### src/rtl/uart_word_tx.sv
// UART word transmitter: pulls WORD_W-bit words from a non-show-ahead FIFO and
// sends them as WORD_W/8 back-to-back frames with optional parity and 1/2 stop bits.
module uart_word_tx #(
    parameter int WORD_W       = 16,
    parameter int CLKS_PER_BIT = 1,
    parameter int PARITY       = 0,
    parameter int STOP_BITS    = 1,
    parameter int MSB_FIRST    = 1
) (
    input  logic              clkout,
    input  logic              reset_ayn,
    input  logic              enable,
    input  logic [WORD_W-1:0] fifo_q,
    input  logic              fifo_rdempty,
    output logic              fifo_rdreq,
    output logic              tx,
    output logic              busy,
    output logic              word_done
);
    localparam int NB = WORD_W / 8;
    localparam int BW = (NB > 1) ? $clog2(NB) : 1;
    localparam int CW = (CLKS_PER_BIT > 1) ? $clog2(CLKS_PER_BIT) : 1;
    localparam logic [CW-1:0] BAUD_LAST = CW'(CLKS_PER_BIT - 1);
    localparam logic [BW-1:0] BYTE_LAST = BW'(NB - 1);
    localparam logic [2:0]    STOP_LAST = 3'(STOP_BITS - 1);

    generate
        if (WORD_W < 8 || (WORD_W % 8) != 0) begin : g_bad_width
            $error("uart_word_tx: WORD_W must be a multiple of 8 and >= 8");
        end
        if (CLKS_PER_BIT < 1) begin : g_bad_cpb
            $error("uart_word_tx: CLKS_PER_BIT must be >= 1");
        end
        if (PARITY < 0 || PARITY > 2) begin : g_bad_parity
            $error("uart_word_tx: PARITY must be 0, 1 or 2");
        end
        if (STOP_BITS < 1 || STOP_BITS > 2) begin : g_bad_stop
            $error("uart_word_tx: STOP_BITS must be 1 or 2");
        end
    endgenerate

    typedef enum logic [2:0] {
        IDLE  = 3'd0,
        REQ   = 3'd1,
        LOAD  = 3'd2,
        START = 3'd3,
        DATA  = 3'd4,
        PAR   = 3'd5,
        STOP  = 3'd6
    } state_t;

    state_t            state, state_nxt;
    logic [CW-1:0]     baud_cnt, baud_nxt;
    logic [2:0]        bit_cnt, bit_nxt;
    logic [BW-1:0]     byte_idx, byte_nxt;
    logic [WORD_W-1:0] word_reg, word_nxt;
    logic [7:0]        cur_byte;
    logic              bit_end;
    logic              tx_nxt, rdreq_nxt, busy_nxt, done_nxt;

    function automatic logic [7:0] pick_byte(input logic [WORD_W-1:0] w,
                                             input logic [BW-1:0]     k);
        logic [WORD_W-1:0] sh;
        int                pos;
        pos = (MSB_FIRST != 0) ? (NB - 1 - int'(k)) : int'(k);
        sh  = w >> (8 * pos);
        return sh[7:0];
    endfunction

    assign bit_end = (baud_cnt == BAUD_LAST);

    always_comb begin
        state_nxt = state;
        baud_nxt  = baud_cnt;
        bit_nxt   = bit_cnt;
        byte_nxt  = byte_idx;
        word_nxt  = word_reg;

        if (state inside {START, DATA, PAR, STOP})
            baud_nxt = bit_end ? '0 : baud_cnt + 1'b1;

        unique case (state)
            IDLE: if (enable && !fifo_rdempty) state_nxt = REQ;
            REQ:  state_nxt = LOAD;
            LOAD: begin
                word_nxt  = fifo_q;
                byte_nxt  = '0;
                baud_nxt  = '0;
                bit_nxt   = '0;
                state_nxt = START;
            end
            START: if (bit_end) state_nxt = DATA;
            DATA: begin
                if (bit_end) begin
                    if (bit_cnt == 3'd7) begin
                        bit_nxt   = '0;
                        state_nxt = (PARITY != 0) ? PAR : STOP;
                    end else begin
                        bit_nxt = bit_cnt + 1'b1;
                    end
                end
            end
            PAR: if (bit_end) state_nxt = STOP;
            STOP: begin
                if (bit_end) begin
                    if (bit_cnt == STOP_LAST) begin
                        bit_nxt = '0;
                        // bytes of one word run back to back; only the word end returns to IDLE
                        if (byte_idx == BYTE_LAST) begin
                            byte_nxt  = '0;
                            state_nxt = IDLE;
                        end else begin
                            byte_nxt  = byte_idx + 1'b1;
                            state_nxt = START;
                        end
                    end else begin
                        bit_nxt = bit_cnt + 1'b1;
                    end
                end
            end
            default: state_nxt = IDLE;
        endcase
    end

    // Outputs are decoded from the next state so the registered pins line up with the state.
    always_comb begin
        cur_byte  = pick_byte(word_nxt, byte_nxt);
        tx_nxt    = 1'b1;
        case (state_nxt)
            START:   tx_nxt = 1'b0;
            DATA:    tx_nxt = cur_byte[bit_nxt];
            PAR:     tx_nxt = (^cur_byte) ^ (PARITY == 1);
            default: tx_nxt = 1'b1;
        endcase
        rdreq_nxt = (state_nxt == REQ);
        busy_nxt  = (state_nxt != IDLE);
        done_nxt  = (state == STOP) && (state_nxt == IDLE);
    end

    always_ff @(posedge clkout or negedge reset_ayn) begin
        if (!reset_ayn) begin
            state      <= IDLE;
            baud_cnt   <= '0;
            bit_cnt    <= '0;
            byte_idx   <= '0;
            word_reg   <= '0;
            tx         <= 1'b1;
            fifo_rdreq <= 1'b0;
            busy       <= 1'b0;
            word_done  <= 1'b0;
        end else begin
            state      <= state_nxt;
            baud_cnt   <= baud_nxt;
            bit_cnt    <= bit_nxt;
            byte_idx   <= byte_nxt;
            word_reg   <= word_nxt;
            tx         <= tx_nxt;
            fifo_rdreq <= rdreq_nxt;
            busy       <= busy_nxt;
            word_done  <= done_nxt;
        end
    end

endmodule
### config.mk
export PLATFORM = sky130hd
export DESIGN_NAME = uart_word_tx
export DESIGN_NICKNAME = d
export VERILOG_FILES = /design/src/rtl/uart_word_tx.sv
export SDC_FILE = /design/constraint.sdc
export NUM_CORES = 1
export LEC_CHECK = 0
export BUFFER_PORTS_ARGS = -buffer_cell sky130_fd_sc_hd__buf_4
export CAP_MARGIN = 20
export CORE_MARGIN = 5
export CORE_UTILIZATION = 25
export CTS_CLUSTER_DIAMETER = 50
export CTS_CLUSTER_SIZE = 25
export DETAILED_ROUTE_END_ITERATION = 6
export SYNTH_ARGS = -nofsm -noshare
export SYNTH_HDL_FRONTEND = slang
export SYNTH_SLANG_ARGS = --single-unit
### constraint.sdc
create_clock -name clkout -period 6.25 [get_ports clkout]
set_input_delay 1.25 -clock clkout [delete_from_list [all_inputs] [get_ports clkout]]
set_output_delay 1.25 -clock clkout [all_outputs]
set_load 0.1 [all_outputs]
# Word level (Yosys, flattened, before mapping)
# Cells that the tools add are included.
# totals
reg_bits	28
word_cells	61
# op_classes
eq_ne	11
reduce_logical	10
addsub	4
n_mux	25
n_lt_le_gt_ge	1
shift	1
# ops
cell	count
2-to-1 mux 3 bit	11
>> shifter 16 x 32 -> 8 bit	1
case mux 3 bit (7 select lines)	1
== test 3 bit (second input constant)	6
2-to-1 mux 16 bit	1
== test 3 x 2 -> 1 bit (second input constant)	3
logical NOT 3 bit	3
case mux 3 bit (3 select lines)	1
parity 8 bit	1
2-to-1 mux 1 bit	7
== test 3 x 1 -> 1 bit (second input constant)	2
< comparator 3 x 4 -> 1 bit (second input constant)	1
nonzero test 4 bit	1
adder 3 x 1 -> 3 bit (second input constant)	1
binary-select mux 1 bit (select 3 bit)	1
case mux 1 bit (3 select lines)	1
nonzero test 3 bit	1
adder 1 bit (second input constant)	2
logical AND 1 bit	2
2-to-1 mux 2 bit	1
case mux 1 bit (2 select lines)	1
nonzero test 2 bit	1
subtractor 1 x 1 -> 2 bit (first input constant)	1
logical NOT 1 bit	1

# Depth between registers and ports, before layout
# logic_depth
ltp_word	10
ltp_mapped	9
ltp_nobuf	9

# Least setup slack after synthesis
# Ideal clock, no wire load.
# synth_path
kind	input to register
startpoint	in enable
endpoint	reg tx
cell_stages	7
arrival_ns	2.235
t_required_ns	6.162
path_slack_ns	3.927
setup_ns	0.088
cell_sequence	nor2b_1 o21ai_0 o31a_2 a211oi_1 o221ai_1 and4bb_1 a211oi_2
# synth_via
elab_chain_cells	5
word_cells_on_any_way	7
classes_between	3 x eq/ne; 3 x mux; 1 x reduce/logical
# synth_lines
item	line_no	source
start, declared	12	input logic enable,
logical AND 1 bit *	83	IDLE: if (enable && !fifo_rdempty) state_nxt = REQ;
2-to-1 mux 3 bit *	83	
case mux 3 bit (7 select lines) *	82	unique case (state)
== test 3 bit or == test 3 x 2 -> 1 bit (tied branches)	129	case (state_nxt)
case mux 1 bit (3 select lines) *	129	
via tx_nxt	59	logic tx_nxt, rdreq_nxt, busy_nxt, done_nxt;
end signal, assigned	157	tx <= tx_nxt;
end, declared	16	output logic tx,
# The timed path passes the listed nets; every way through them passes the cells marked *.
# A chain may end at the register's enable or synchronous reset.

# Final worst setup path
# layout_path
startpoint	reg bit_cnt[0]
endpoint	reg tx
# layout_via
elab_chain_cells	9
word_cells_on_any_way	25
classes_between	2 x add/sub; 4 x eq/ne; 1 x shift; 16 x mux; 2 x reduce/logical
# layout_lines
item	line_no	source
start, declared	54	logic [2:0] bit_cnt, bit_nxt;
start signal, assigned	154	bit_cnt <= bit_nxt;
logical NOT 3 bit	106	if (bit_cnt == STOP_LAST) begin
2-to-1 mux 1 bit	106	
2-to-1 mux 1 bit	105	if (bit_end) begin
case mux 1 bit (2 select lines)	82	
subtractor 1 x 1 -> 2 bit	65	pos = (MSB_FIRST != 0) ? (NB - 1 - int'(k)) : int'(k);
>> shifter 16 x 32 -> 8 bit	66	sh = w >> (8 * pos);
binary-select mux 1 bit (select 3 bit)	131	DATA: tx_nxt = cur_byte[bit_nxt];
2-to-1 mux 1 bit (implied by the code)	131	
case mux 1 bit (3 select lines) *	129	
via tx_nxt	59	
# The timed path passes the listed nets; every way through them passes the cells marked *. The select of a mux whose other input is x is not followed.

==> results.md <==
* Worst-Skew Late Latency at approximately 0.28 ns
* Chip Height at 86.3 um
* Bufs and invs on worst path at 1
* Hpwl dp at around 2.2 mm
* H-tree depth at 1
* CP required at 6.45 ns
* Final hold slack at 0.480 ns
* DRC viols at 0
* Row count at 27
* Yosys synthesis warning count at 0
* First-pass iteration count of the detailed router at 4
* Post-Syn Area at around 1500 um^2
* Crit end category: flip-flop
* Grt met2 use at a little over an eighth
* 1st-iter DRT viols at a little over 40
* Setup Skew at 0.00609 ns
* Crit Path Max Fanout at 9
* First-pass GRT wire length at about 5.1 mm
* # setup viols final at 0
* Met1 GRT Util at about 11%
* Post-synth top cells: nand2_1, dfrtp_1, a21oi_1, o21ai_0
* Status: complete, no violations
* Psw at 423 uW
* Vias in the first global route at 1110
* Post-synth EDFFs at 0
* RSZ-0062 raised after global routing: false
* FF+latch area at between 600 and 700 um^2
* Post-synth top flop: dfrtp_1
* Longest Clk Path Bufs at 2
* Post-synthesis sequential area ratio at ~47%
* Worst-path clk slew at roughly 0.1 ns
* Mapped Nets at ~180
* Global route overflow at 0
* Syn Area/Cell at just over 9 um^2
* Fin crit share at 40.8%
* Rel. slew slack at 54.9%
* Core area at 5570 um^2
* Combinational share of power at between 50% and 60%
* Post-CTS Setup Inserts at 0
* CTS root buf: clkbuf_8
* Post-cts sizing count at 0
* CTS Sinks at 27
* All-Layer GR Usage at 8.50%
* Top Family by Delay on Critical Path: compound AO/OA/AOI/OAI gates
* Max reg flops at 16
* RD Place Congestion at about 0.79
* Largest cells by area after synthesis: dfrtp_1, nand2_1, mux2i_1, a211oi_4, a21oi_1
* Worst path slowest cell: a211oi_4
* Die span in x at 86.3 um
* Worst path cell trace: inv_1, ha_1, nand2b_4, and3_4, a211oi_4, mux2_2, a211oi_1, a211oi_2
* Element type at the critical path start: flip-flop
* Vias post-DR at between 1k and 1.5k
* Mapped Cells at between 150 and 200
* Clock power frac at about 11%
* Footprint of the multi-input gates at around 720 um^2
* Share of layout cells above drive strength 1 at about a quarter
* Met3 Use GR at under 10%
* Switching share of power at a little under half
* Worst vdd ir at between 0.2 and 0.25 mV
* Ys async rst share at 100%
* Busiest layer in global routing: met2
* Hold Path Class: reg -> reg
* Yosys cell types at 38
* Count leader, synth: nand2_1
* Critical path data arrival time at around 2.8 ns
* Crit Path Category: reg -> reg
* Total wire length at a little under 3 mm
* Largest area contributor in the netlist: dfrtp_1
* Fin. Hold Viols at 0
* Initial core utilization at a little over a quarter
* Fin Setup TNS at 0 ns
* Wire per inst at approximately 12 um
* ANT nets after route at 0
* Int Pwr at between 400 and 500 uW
* Port bufs at 23
* Nets at just over 200
* Final min period at ~2.5 ns
* Initial antenna violation count at 0
* Leakage Power at 0.862 nW
* Slew Viols, Final at 0
* # IOs at 24
* Yosys top cell area share at around 45%
* Die area at between 7000 and 8000 um^2
* Post-DR vias/cell at around 4.4
* Measured slew at the worst slew-check pin at approximately 0.67 ns
* Area Growth Syn to Fin at 19.5%
* TritonCTS clock tree: done
* Hold-fix buffers, CTS at 0
* # fillers at 615
* Max frequency at 392 MHz
* #FFs+latches synth at 27
* PD cells at between 500 and 600 nW/um^2
* Largest net degree at the start of global routing at 28
* # Max-Cap Violations at 0
* Slowest stage delay, CP at approximately 0.54 ns
* Part of the power in registers at a little over a third
* Total CTS buffers at 3
* Number of inserted diodes at 0
==> cell families after synthesis <==
kind of cell | count (synthesis) | share of synthesized area [%]
simple gates | 77 | 25.6
compound gates | 31 | 15.6
flops | 27 | 46.6
buf+inv | 12 | 3.96
mux | 8 | 5.68
fa+ha+maj | 3 | 2.58
==> cell usage in the layout, fill, tap and decap left out, types with 2 or more instances in the layout <==
master | Yosys | final
nor2b_1 | 2 | 2
o21ai_0 | 8 | 8
a21oi_1 | 8 | 8
mux2i_1 | 6 | 6
o22ai_1 | 2 | 2
buf_4 | 0 | 24
inv_1 | 6 | 6
dfrtp_1 | 26 | 26
nand2_1 | 57 | 57
nand2b_1 | 2 | 2
a211oi_4 | 2 | 2
nor2_1 | 5 | 5
clkbuf_8 | 0 | 3
ha_1 | 3 | 3
a211oi_1 | 2 | 2
nand2b_4 | 2 | 2
==> metrics by stage <==
stage	cell area, um^2	util, %	cells	power [mW]	setup slack, ns
global route	1740	31.2	252	1.00	3.58
floorplan	1450	-	158	0.724	3.93
global placement	1690	30.3	248	0.820	3.70
finish	1740	31.2	252	0.920	3.70
CTS	1740	31.2	252	0.933	3.66
detailed placement	1690	30.3	248	0.827	3.68
==> worst reg2reg max path, cell delays in order (launching register included) <==
cell and delay [ns]:
dfrtp_1 0.47, inv_1 0.11, ha_1 0.23, nand2b_4 0.09, and3_4 0.19, a211oi_4 0.54, mux2_2 0.41, a211oi_1 0.31
a211oi_2 0.12
==> power groups by stage <==
stage	clock network (mW)	logic, mW	registers (mW)
6_report	0.101	0.489	0.330
3_5_place_dp	0	0.493	0.334
4_1_cts	0.106	0.496	0.331
5_1_grt	0.113	0.546	0.343
2_1_floorplan	0	0.370	0.354
3_3_place_gp	0	0.485	0.335
==> final timing paths <==
check                       startpoint      endpoint  slack, ns  depth (start not counted)
setup / recovery            bit_cnt[0]            tx       3.70                          8
hold / removal             word_reg[4]   word_reg[4]       0.48                          2
setup reg to reg            bit_cnt[0]            tx       3.70                          8
hold reg to reg            word_reg[4]   word_reg[4]       0.48                          2
max in group asynchronous    reset_ayn            tx       5.08                          1
min in group asynchronous    reset_ayn  word_reg[15]       0.87                          1
==> cell type report <==
class | instances | share of cell area [%]
multi-input combinational | 119 | 41.4
timing repair buffer | 24 | 10.4
inverter | 6 | 1.30
clock inverter | 1 | 0.432
sequential | 27 | 38.9
clock buffer | 3 | 2.38
tap | 72 | 5.18
==> per-layer routing <==
metal | routed length [um] | part of all wire [%]
met5 | 0 | 0
met3 | 161 | 5.5
met1 | 1440 | 49
met2 | 1310 | 45
met4 | 28 | 0.95
(Power assumes the default switching activity.)
